### config.mk
export PLATFORM = sky130hd
export DESIGN_NAME = lb_stream_ctrl
export DESIGN_NICKNAME = d
export VERILOG_FILES = /design/src/rtl/lb_stream_ctrl.sv
export SDC_FILE = /design/constraint.sdc
export NUM_CORES = 1
export LEC_CHECK = 0
export BUFFER_PORTS_ARGS = -buffer_cell sky130_fd_sc_hd__buf_2
export CORE_MARGIN = 2
export CORE_UTILIZATION = 40
export CTS_CLUSTER_DIAMETER = 150
export DETAILED_ROUTE_END_ITERATION = 8
export PLACE_DENSITY = 0.66
export SYNTH_ARGS = -nofsm -noshare
export SYNTH_HDL_FRONTEND = slang
export SYNTH_SLANG_ARGS = --single-unit
export TNS_END_PERCENT = 30
### constraint.sdc
create_clock -name CLK -period 4.7 [get_ports CLK]
set_clock_uncertainty 0.15 [all_clocks]
set_input_delay 0.94 -clock CLK [delete_from_list [all_inputs] [get_ports CLK]]
set_output_delay 0.94 -clock CLK [all_outputs]
set_load 0.03 [all_outputs]
### src/rtl/lb_stream_ctrl.sv
// Line-buffer frame sequencer: accepts a raster stream, writes it through to the buffer and flags
// complete stencil windows one cycle after acceptance; input stalls while the output slot is full.
module lb_stream_ctrl #(
  parameter int IMG_W = 64,
  parameter int IMG_H = 64,
  parameter int KW    = 3,
  parameter int KH    = 3,
  parameter int CW    = $clog2(IMG_W),
  parameter int RW    = $clog2(IMG_H)
) (
  input  logic          CLK,
  input  logic          RESET,
  input  logic          start,
  input  logic          in_valid,
  input  logic [15:0]   in_data,
  output logic          in_ready,
  output logic          lb_wen,
  output logic [15:0]   lb_wdata,
  output logic          out_valid,
  input  logic          out_ready,
  output logic [RW-1:0] out_row,
  output logic [CW-1:0] out_col,
  output logic          out_last,
  output logic          busy,
  output logic          frame_done
);

  typedef enum logic [1:0] {IDLE, ACTIVE, DONE} state_t;

  localparam logic [CW-1:0] COL_LAST = CW'(IMG_W - 1);
  localparam logic [RW-1:0] ROW_LAST = RW'(IMG_H - 1);
  localparam logic [CW-1:0] COL_MIN  = CW'(KW - 1);
  localparam logic [RW-1:0] ROW_MIN  = RW'(KH - 1);

  state_t        state_q, state_d;
  logic [CW-1:0] col_q, col_d;
  logic [RW-1:0] row_q, row_d;
  logic          ovld_q, ovld_d;
  logic [RW-1:0] orow_q, orow_d;
  logic [CW-1:0] ocol_q, ocol_d;
  logic          olast_q, olast_d;
  logic          acc;
  logic          at_last;

  // The output slot frees up in the same cycle it is consumed, so a full pipe still moves 1 pixel/cycle.
  assign in_ready   = (state_q == ACTIVE) && (!ovld_q || out_ready);
  assign acc        = in_valid && in_ready;
  assign lb_wen     = acc;
  assign lb_wdata   = in_data;
  assign at_last    = (row_q == ROW_LAST) && (col_q == COL_LAST);
  assign frame_done = (state_q == DONE) && (!ovld_q || out_ready);
  assign busy       = (state_q != IDLE);
  assign out_valid  = ovld_q;
  assign out_row    = orow_q;
  assign out_col    = ocol_q;
  assign out_last   = olast_q;

  always_comb begin
    state_d = state_q;
    col_d   = col_q;
    row_d   = row_q;
    ovld_d  = ovld_q;
    orow_d  = orow_q;
    ocol_d  = ocol_q;
    olast_d = olast_q;

    case (state_q)
      IDLE: begin
        if (start) begin
          state_d = ACTIVE;
          col_d   = '0;
          row_d   = '0;
        end
      end
      ACTIVE: begin
        if (acc) begin
          if (col_q == COL_LAST) begin
            col_d = '0;
            if (row_q == ROW_LAST) state_d = DONE;
            else                   row_d   = row_q + 1'b1;
          end else begin
            col_d = col_q + 1'b1;
          end
        end
      end
      DONE: begin
        if (frame_done) state_d = IDLE;
      end
      default: state_d = IDLE;
    endcase

    if (acc) begin
      ovld_d  = (row_q >= ROW_MIN) && (col_q >= COL_MIN);
      olast_d = at_last;
      orow_d  = row_q;
      ocol_d  = col_q;
    end else if (out_ready) begin
      ovld_d  = 1'b0;
      olast_d = 1'b0;
    end
  end

  always_ff @(posedge CLK) begin
    if (RESET) begin
      state_q <= IDLE;
      col_q   <= '0;
      row_q   <= '0;
      ovld_q  <= 1'b0;
      orow_q  <= '0;
      ocol_q  <= '0;
      olast_q <= 1'b0;
    end else begin
      state_q <= state_d;
      col_q   <= col_d;
      row_q   <= row_d;
      ovld_q  <= ovld_d;
      orow_q  <= orow_d;
      ocol_q  <= ocol_d;
      olast_q <= olast_d;
    end
  end

endmodule

==> results.md, run 1 <==
- # H-tree levels: 1
- Final setup viols: 0
- VDD IR max: 257 uV
- Syn_nets: 223
- HP Class: reg -> reg
- Final Core Density: 0.420
- Layout fillers: 425
- Crit Path Class: in -> out
- Vias in the first global route: 1217
- Cell with the most instances after synthesis: dfxtp_1
- Synth-to-layout area growth: 2.16%
- Critical Path RT: 3.61 ns
- Count of state elements after synthesis: 28
- Wirelength, routed: between 3 and 4 mm
- Outcome: completed
- DRT iter0 DRCs: 120
- Clock Sinks: 28
- Unrepaired setup endpoints after global routing: no
- First-pass GRT wire length: 5.98 mm
- Top-area cell type share of the netlist area: 0.346
- Critical path startpoint category: primary input
- Pin count of the biggest net entering global routing: 37
- Gp weighted congestion: roughly 0.86
- Fin crit share: 0.684
- Port bufs: 22
- Via density: 5.72
- Multi-input logic area: between 800 and 900 um2
- GRT Util Overall: 0.172
- CTS tree: yes
- Leakage: 0.612 nW
- Setup Buffers After CTS: 0
- Detail Placement HPWL: 2.46 mm
- Avg Inst Size Synth: 8.18 um2
- Initial antenna violation count: 0
- Layout cells sized above 1: 0.184
- Dpl cell area: 1580 um2
- FP Rows: 23
- Fin area: 1660 um2
- CTS resizes: 0
- Register area: 561 um2
- CP Capture Type: output port
- Final Power: 0.468 mW
- Final hold violations: 0
- Antenna Diode Count: 0
- Fraction of registers with async set/reset: 0
- Clk buf depth: 2
- Cells after Synth: 198
- Arrival @ worst endpoint: roughly 2.1 ns
- CP max FO: 18
- Initial Utilization: 0.411
- Final nets: approximately 220
- EDFF count, synth: 0
- Vias: 1406
- DIE HEIGHT: 67.6 um
- Synth cell count leaders: dfxtp_1 (28), nand2_1 (26), a21oi_1 (20)
- Later-pin clock latency in the skew report: 0.28 ns
- Synth top area cells: dfxtp_1 (35%), buf_4 (7.9%), a21oi_1 (6.2%)
- Register area share after synthesis: 0.346
- # IOs: between 50 and 60
- Ys Warns: 0
- Die Span X: slightly below 70 um
- DRC: 0
- Clock buffer count from CTS: 3
- Clk slew on worst S/H paths: 0.10 ns
- Final min period: 3.21 ns
- Power density over the cells: 283 nW/um2
- Post-Syn Area: 1620 um2
- ANT nets after route: 0
- WHS: roughly 0.31 ns
- Distinct cell type count after synthesis: 48
- Max-cap violations: 0
- Congestion Overflow GR: 0
- Hold_buf cts: 0
- Final Max Slew Viols: 0
- Cell taking the most area after synthesis: dfxtp_1
- CTS Root Cell: clkbuf_8
- Final setup TNS: 0 ns
- Pre-antenna DRT Iters: 4
- Post-DR wirelength/cell: 14.6 um
- Relative slew slack: 0.584
- Die ar.: roughly 4600 um2
- Top_reg_cell synth: dfxtp_1
- Fmax: 311 MHz
- Core region area: 3940 um2
- Slew @ Worst Pin: roughly 0.62 ns
## final timing paths
kind                            startpoint    endpoint  slack, ns  cells past startpoint
worst max-delay path             out_ready      lb_wen       1.49                      5
worst min-delay path            out_col[5]  out_col[5]       0.31                      2
worst max register to register  state_q[0]    col_q[2]       2.57                      5
worst min register to register  out_col[5]  out_col[5]       0.31                      2
## power breakdown
part / internal, mW / total (mW) / switching [mW]
logic: 0.00892 / 0.0338 / 0.0249
registers: 0.238 / 0.241 / 0.00290
clock network: 0.114 / 0.193 / 0.0788
total: 0.361 / 0.468 / 0.107
## stage by stage
| step | std cells | setup WS, ns |
|---|---|---|
| after floorplan | 198 | 1.86 |
| after global placement | 242 | 1.51 |
| after detailed placement | 242 | 1.48 |
| after CTS | 246 | 1.48 |
| after global routing | 246 | 1.36 |
| final | 246 | 1.49 |
## cell type report
class,instances,area share
Clock buffer,3,0.0249
Clock inverter,1,0.0181
Timing Repair Buffer,22,0.0665
Inverter,8,0.0181
Tap cell,50,0.0378
Multi-Input combinational cell,134,0.496
Sequential cell,28,0.339
## state kept, by name, indices dropped and copies added, names as in the netlist
name / cells
col_q: 6
out_col: 6
out_last: 1
out_row: 6
out_valid: 1
row_q: 6
state_q: 2
## cells in the final DEF (no fill, tap or decap), drive strengths merged, types with 3 or more instances in the layout
master	n
dfxtp	28
nand2	28
buf	22
a21oi	20
nor2	11
inv	8
nand3	8
a311oi	5
o21ai	5
nor3	4
or3	4
ha	4
and3	4
or4	4
nand4	3
clkbuf	3
## routing by layer
metal,wire (um),vias up,track usage,share of wire
li1,-,688,-,-
met1,1720,648,0.249,0.48
met2,1540,62,0.244,0.43
met3,288,8,0.0533,0.080
met4,39,0,0.0434,0.011
met5,0,-,0,0
## cells by family (layout without fill, tap and decap cells)
family,Yosys count,after routing,share of synthesized area
AND/OR/NAND/NOR,83,83,0.278
AO/OA/AOI/OAI,47,47,0.198
buffers and inverters,36,34,0.147
adder cells (fa/ha/maj),4,4,0.0309
flip-flops,28,28,0.346
## critical path: stages
cell     delay [ns]
buf_2          0.09
or2b_1         0.17
nand3_2        0.29
inv_2          0.35
buf_2          0.27
Power figures use the tool's default switching activity.
==> run 2: changes to the inputs <==
- ABC_AREA: not set -> 1
- clock period: 4.7 -> 3.1 ns (I/O delays scaled with it)
==> run 2 against run 1 <==
Net effect:
- critical path depth grew 1
- first-iteration DRC count is 63% lower
- non-clock buffer count is the same
- synthesized cell count increased by 7.1%
- clock power is 16% higher
- synthesized area decreased by 1.9%
- final cell count increased by 8.1%
- register-to-register slack worse by 1.3 ns
- total power up 65%
==> results.md, run 2 <==
- Later-pin clock latency in the skew report: 0.27 ns (was 0.28 ns)
- Synth top area cells: dfxtp_1 (35%), a21oi_1 (8.2%), nand2_1 (7.8%) (was dfxtp_1 (35%), buf_4 (7.9%), a21oi_1 (6.2%))
- Cell taking the most area after synthesis: dfxtp_1 (unchanged)
- FP Rows: 22 (was 23)
- Detail Placement HPWL: 2.35 mm (was 2.46 mm)
- Synth Area in Adders: 0.0315 (was 0.0309)
- Leakage: 0.699 nW (was 0.612 nW)
- Die ar.: 4490 um2 (was 4580 um2)
- Top-area cell type share of the netlist area: 0.353 (was 0.346)
- Count of state elements after synthesis: 28 (unchanged)
- GRT Util Overall: 0.157 (was 0.172)
- Arrival @ worst endpoint: 1.60 ns (was 2.12 ns)
- Crit Path Class: in -> out (unchanged)
- Vias in the first global route: 1168 (was 1217)
- Synth Area in Simple Gates: 0.292 (was 0.278)
- Gp weighted congestion: 0.794 (was 0.862)
- Clock Sinks: 28 (unchanged)
- Setup Buffers After CTS: 0 (unchanged)
- First-pass GRT wire length: 5.31 mm (was 5.98 mm)
- Initial antenna violation count: 0 (unchanged)
- CTS tree: yes (unchanged)
- Syn_nets: 237 (was 223)
- Hold_buf cts: 0 (unchanged)
- EDFF count, synth: 0 (unchanged)
- Final nets: 244 (was 222)
- WHS: 0.320 ns (was 0.305 ns)
- Pre-antenna DRT Iters: 4 (unchanged)
- Relative slew slack: 0.693 (was 0.584)
- Clk slew on worst S/H paths: 0.09 ns (was 0.10 ns)
- Fmax: 422 MHz
- VDD IR max: 223 uV (was 257 uV)
- CP Capture Type: output port (unchanged)
- Post-Synth XOR/XNOR Area: 0 (unchanged)
- Cell with the most instances after synthesis: nand2_1 (was dfxtp_1)
- Mux cell area share after synthesis: 0 (unchanged)
- # IOs: 55 (unchanged)
- Post-Syn Area: 1590 um2 (was 1620 um2)
- Most frequent cells in the layout: nand2_1 (33), dfxtp_1 (28), a21oi_1 (26), nor2_1 (22), buf_2 (22) (was dfxtp_1 (28), nand2_1 (26), buf_2 (22), a21oi_1 (20), nor2_1 (11))
- Cells after Synth: 212 (was 198)
- CP max FO: 21 (was 18)
- Compound-Gate Fraction of Synth Area: 0.172 (was 0.198)
- HP Class: reg -> reg (unchanged)
- Final Max Slew Viols: 0 (unchanged)
- Slew @ Worst Pin: 0.459 ns (was 0.623 ns)
- Final hold violations: 0 (unchanged)
- Max-cap violations: 0 (unchanged)
- Layout cells sized above 1: 0.216 (was 0.184)
- Most common cell after layout, fill and taps aside: nand2_1 (was dfxtp_1)
- Clk buf depth: 2 (unchanged)
- Port bufs: 22 (unchanged)
- Via density: 5.05 (was 5.72)
- Synth-to-layout area growth: 4.65% (was 2.16%)
- Synth cell count leaders: nand2_1 (33), dfxtp_1 (28), a21oi_1 (26) (was dfxtp_1 (28), nand2_1 (26), a21oi_1 (20))
- Final setup viols: 0 (unchanged)
- Ys Warns: 0 (unchanged)
- DIE HEIGHT: 67.0 um (was 67.6 um)
- Layout fillers: 408 (was 425)
- Avg Inst Size Synth: 7.50 um2 (was 8.18 um2)
- Final min period: 2.37 ns
- Die Span X: 67.0 um (was 67.6 um)
- Congestion Overflow GR: 0 (unchanged)
- Fin crit share: 0.764
- CTS Root Cell: clkbuf_8 (unchanged)
- DRT iter0 DRCs: 45 (was 120)
- Initial Utilization: 0.424 (was 0.411)
- Clock buffer count from CTS: 3 (unchanged)
- CTS resizes: 0 (unchanged)
- Critical path startpoint category: primary input (unchanged)
- Post-DR wirelength/cell: 12.1 um (was 14.6 um)
- Vias: 1343 (was 1406)
- Register area share after synthesis: 0.353 (was 0.346)
- Power density over the cells: 463 nW/um2 (was 283 nW/um2)
- Fraction of registers with async set/reset: 0 (unchanged)
- Critical Path RT: 2.33 ns (was 3.61 ns)
- ANT nets after route: 0 (unchanged)
- Pin count of the biggest net entering global routing: 22 (was 37)
- Unrepaired setup endpoints after global routing: no (unchanged)
- # H-tree levels: 1 (unchanged)
- Wirelength, routed: 3.21 mm (was 3.59 mm)
- Largest family of logic cells by synthesized area: simple AND/OR/NAND/NOR gates (unchanged)
- DRC: 0 (unchanged)
- Outcome: completed (unchanged)
- Core region area: 3740 um2 (was 3940 um2)
- Final setup TNS: 0 ns (unchanged)
- Top_reg_cell synth: dfxtp_1 (unchanged)
- Distinct cell type count after synthesis: 31 (was 48)
- Antenna Diode Count: 0 (unchanged)
## run 2: worst paths after layout
check / cells after the start / startpoint / slack (ns) / end
max: 6 / out_ready / 0.73 / lb_wen
min: 2 / out_row[1] / 0.32 / out_row[1]
min reg2reg: 2 / out_row[1] / 0.32 / out_row[1]
max reg2reg: 8 / col_q[1] / 1.29 / row_q[5]
## run 2: power by group
part | leakage, nW | switching [mW] | total [mW] | internal, mW
clock | 0.0288 | 0.109 | 0.223 | 0.114
sequential | 0.227 | 0.0155 | 0.390 | 0.375
combinational | 0.443 | 0.108 | 0.157 | 0.0490
total | 0.699 | 0.233 | 0.770 | 0.537
## run 2: worst max-delay path: stages
cell and delay (ns):
buf_2 0.10, nor2_1 0.37, nor2_4 0.07, nand2_4 0.12
inv_4 0.11, buf_2 0.20
## run 2: final cells by class
class / count / area [um2] / share of cell area
multi-input combinational: 142 / 787 / 0.473
sequential: 28 / 561 / 0.337
timing repair buffer: 22 / 110 / 0.0662
inverter: 22 / 90.1 / 0.0542
tap: 48 / 60.1 / 0.0361
clock buffer: 4 / 55.1 / 0.0331
## run 2: kinds of logic (layout without fill, tap and decap cells)
group	count (synthesis)	in the layout
adders and majority gates	4	4
and+or+nand+nor	90	90
buffers and inverters	42	48
AOI/OAI and AO/OA	48	48
DFF	28	28
## run 2: stage by stage
stage	power [mW]	setup slack, ns	cell area [um2]	util	cells
after floorplan	0.558	0.937	1590	-	212
after global placement	0.553	0.731	1610	0.429	262
after detailed placement	0.555	0.722	1610	0.429	262
after CTS	0.782	0.722	1660	0.444	266
after global routing	0.813	0.641	1660	0.444	266
final	0.770	0.733	1660	0.444	266
## run 2: per-layer routing
layer	share of wire	GRT usage	up-vias
li1	-	-	692
met1	0.52	0.214	604
met2	0.40	0.240	43
met3	0.066	0.0355	4
met4	0.014	0.0612	0
met5	0	0	-
==> run 3: changes to the inputs <==
- clock period: 3.1 -> 2.3 ns (I/O delays scaled with it)
==> run 3 against run 2 <==
Net effect:
- combinational power up 33%
- flip-flop and latch count did not move
- via count decreased by 0.45%
- sequential share of layout area is 0.15 points lower
- wire length grew 0.19%
- clock-buffer cell count stayed put
==> results.md, run 3 (synthesis gave the netlist of run 2 again) <==
- Hold_buf cts: 0 (unchanged)
- Max-cap violations: 0 (unchanged)
- Vias in the first global route: 1142 (was 1168)
- Fmax: 457 MHz
- Critical path's largest stage delay: 0.38 ns (was 0.37 ns)
- GRT Util Overall: 0.155 (was 0.157)
- Final setup viols: 0 (unchanged)
- Crit path buf inv count: 3 (unchanged)
- CP Capture Type: output port (unchanged)
- Initial Utilization: 0.424 (unchanged)
- Final Max Slew Viols: 0 (unchanged)
- Pin count of the biggest net entering global routing: 22 (unchanged)
- # H-tree levels: 1 (unchanged)
- VDD IR max: 415 uV (was 223 uV)
- WHS: 0.316 ns (was 0.320 ns)
- Layout cells sized above 1: 0.219 (was 0.216)
- Unrepaired setup endpoints after global routing: no (unchanged)
- Synth-to-layout area growth: 5.12% (was 4.65%)
- Relative slew slack: 0.743 (was 0.693)
- First-pass GRT wire length: 5.27 mm (was 5.31 mm)
- Fin area: 1670 um2 (was 1660 um2)
- Clk slew on worst S/H paths: 0.09 ns (about the same)
- Final setup TNS: 0 ns (unchanged)
- Post-DR wirelength/cell: 12.1 um (about the same)
- Slew @ Worst Pin: 0.385 ns (was 0.459 ns)
- DRC: 0 (unchanged)
- Power density over the cells: 622 nW/um2 (was 463 nW/um2)
- Crit Path Class: reg -> out (was in -> out)
- DIE HEIGHT: 67.0 um (unchanged)
- CP top delay family: buffers and inverters (was simple AND/OR/NAND/NOR gates)
- Clk buf depth: 2 (unchanged)
- Final WS setup: 0.114 ns (was 0.733 ns)
- Pre-antenna DRT Iters: 4 (unchanged)
- Outcome: completed (unchanged)
- Core region area: 3740 um2 (unchanged)
- Pre-CTS setup slack: 0.407 ns (was 0.722 ns)
- Arrival @ worst endpoint: 1.58 ns (was 1.60 ns)
- Final min period: 2.19 ns
- FP Rows: 22 (unchanged)
- Final nets: 245 (was 244)
- CTS Root Cell: clkbuf_8 (unchanged)
- Dpl cell area: 1620 um2 (was 1610 um2)
- HP Class: reg -> reg (unchanged)
- Critical-path top delay cell: dfxtp_1 (was nor2_1)
- Clock Sinks: 28 (unchanged)
- Die Span X: 67.0 um (unchanged)
- Detail Placement HPWL: 2.38 mm (was 2.35 mm)
- Port bufs: 22 (unchanged)
- Critical Path RT: 1.69 ns (was 2.33 ns)
- DRT iter0 DRCs: 64 (was 45)
- Wirelength, routed: 3.22 mm (was 3.21 mm)
- Critical path startpoint category: flip-flop (was primary input)
- Initial antenna violation count: 0 (unchanged)
- Vias: 1337 (was 1343)
- Congestion Overflow GR: 0 (unchanged)
- Cells along the critical path: inv_4 > nand2_8 > nor2_4 > nand2_4 > inv_4 > buf_2 (was buf_2 > nor2_1 > nor2_4 > nand2_4 > inv_4 > buf_2)
- Antenna Diode Count: 0 (unchanged)
- Most common cell after layout, fill and taps aside: nand2_1 (unchanged)
- Gp weighted congestion: 0.830 (was 0.794)
- Final hold violations: 0 (unchanged)
- CP most frequent cell: inv_4 (was buf_2)
- CTS resizes: 0 (unchanged)
- ANT nets after route: 0 (unchanged)
- Setup Buffers After CTS: 0 (unchanged)
- # IOs: 55 (unchanged)
- Via density: 5.01 (was 5.05)
- Later-pin clock latency in the skew report: 0.27 ns (about the same)
- Leakage: 0.704 nW (was 0.699 nW)
- Die ar.: 4490 um2 (unchanged)
- Most frequent cells in the layout: nand2_1 (33), dfxtp_1 (28), a21oi_1 (26), nor2_1 (22), buf_2 (22) (unchanged)
- Clock buffer count from CTS: 3 (unchanged)
- CTS tree: yes (unchanged)
- CP max FO: 21 (unchanged)
- Fin crit share: 0.951
run 3: changes by cell type in the layout (fill, tap and decap cells not counted):
cell   before  now
buf_4       0    1
run 3: metal layers:
layer / track usage / vias up / share of wire
met1: 0.215 / 592 / 0.51
li1: - / 695 / -
met5: 0 / - / 0
met3: 0.0355 / 8 / 0.064
met4: 0.0638 / 0 / 0.017
met2: 0.228 / 42 / 0.41
run 3: worst min-delay path, cell delays in order (launching register included):
cell and delay (ns):
dfxtp_1 0.32, nand2_1 0.06, a21oi_1 0.05
run 3: area by class of cell:
cell class                      count  area (um2)
Timing Repair Buffer               23         118
Sequential cell                    28         561
Tap cell                           48        60.1
Multi-Input combinational cell    142         787
Inverter                           22        90.1
Fill cell                         388        2070
Clock buffer                        4        55.1
run 3: worst paths after layout:
kind | start | to | slack [ns] | cells past startpoint
worst max-delay path | state_q[1] | lb_wen | 0.11 | 6
worst min-delay path | out_col[5] | out_col[5] | 0.32 | 2
worst max register to register | col_q[1] | row_q[5] | 0.45 | 8
worst min register to register | out_col[5] | out_col[5] | 0.32 | 2
run 3: where the power goes:
group | switching [mW] | total, mW | internal, mW | leakage, nW
clock network | 0.149 | 0.303 | 0.153 | 0.0288
logic | 0.144 | 0.209 | 0.0660 | 0.448
registers | 0.0211 | 0.526 | 0.505 | 0.227
total | 0.314 | 1.04 | 0.724 | 0.704
run 3: metrics by stage:
| step | util | power (mW) | instances |
|---|---|---|---|
| 6_report | 0.446 | 1.04 | 267 |
| 5_1_grt | 0.446 | 1.09 | 267 |
| 4_1_cts | 0.446 | 1.05 | 267 |
| 3_5_place_dp | 0.431 | 0.747 | 263 |
| 3_3_place_gp | 0.431 | 0.746 | 263 |
| 2_1_floorplan | - | 0.752 | 212 |
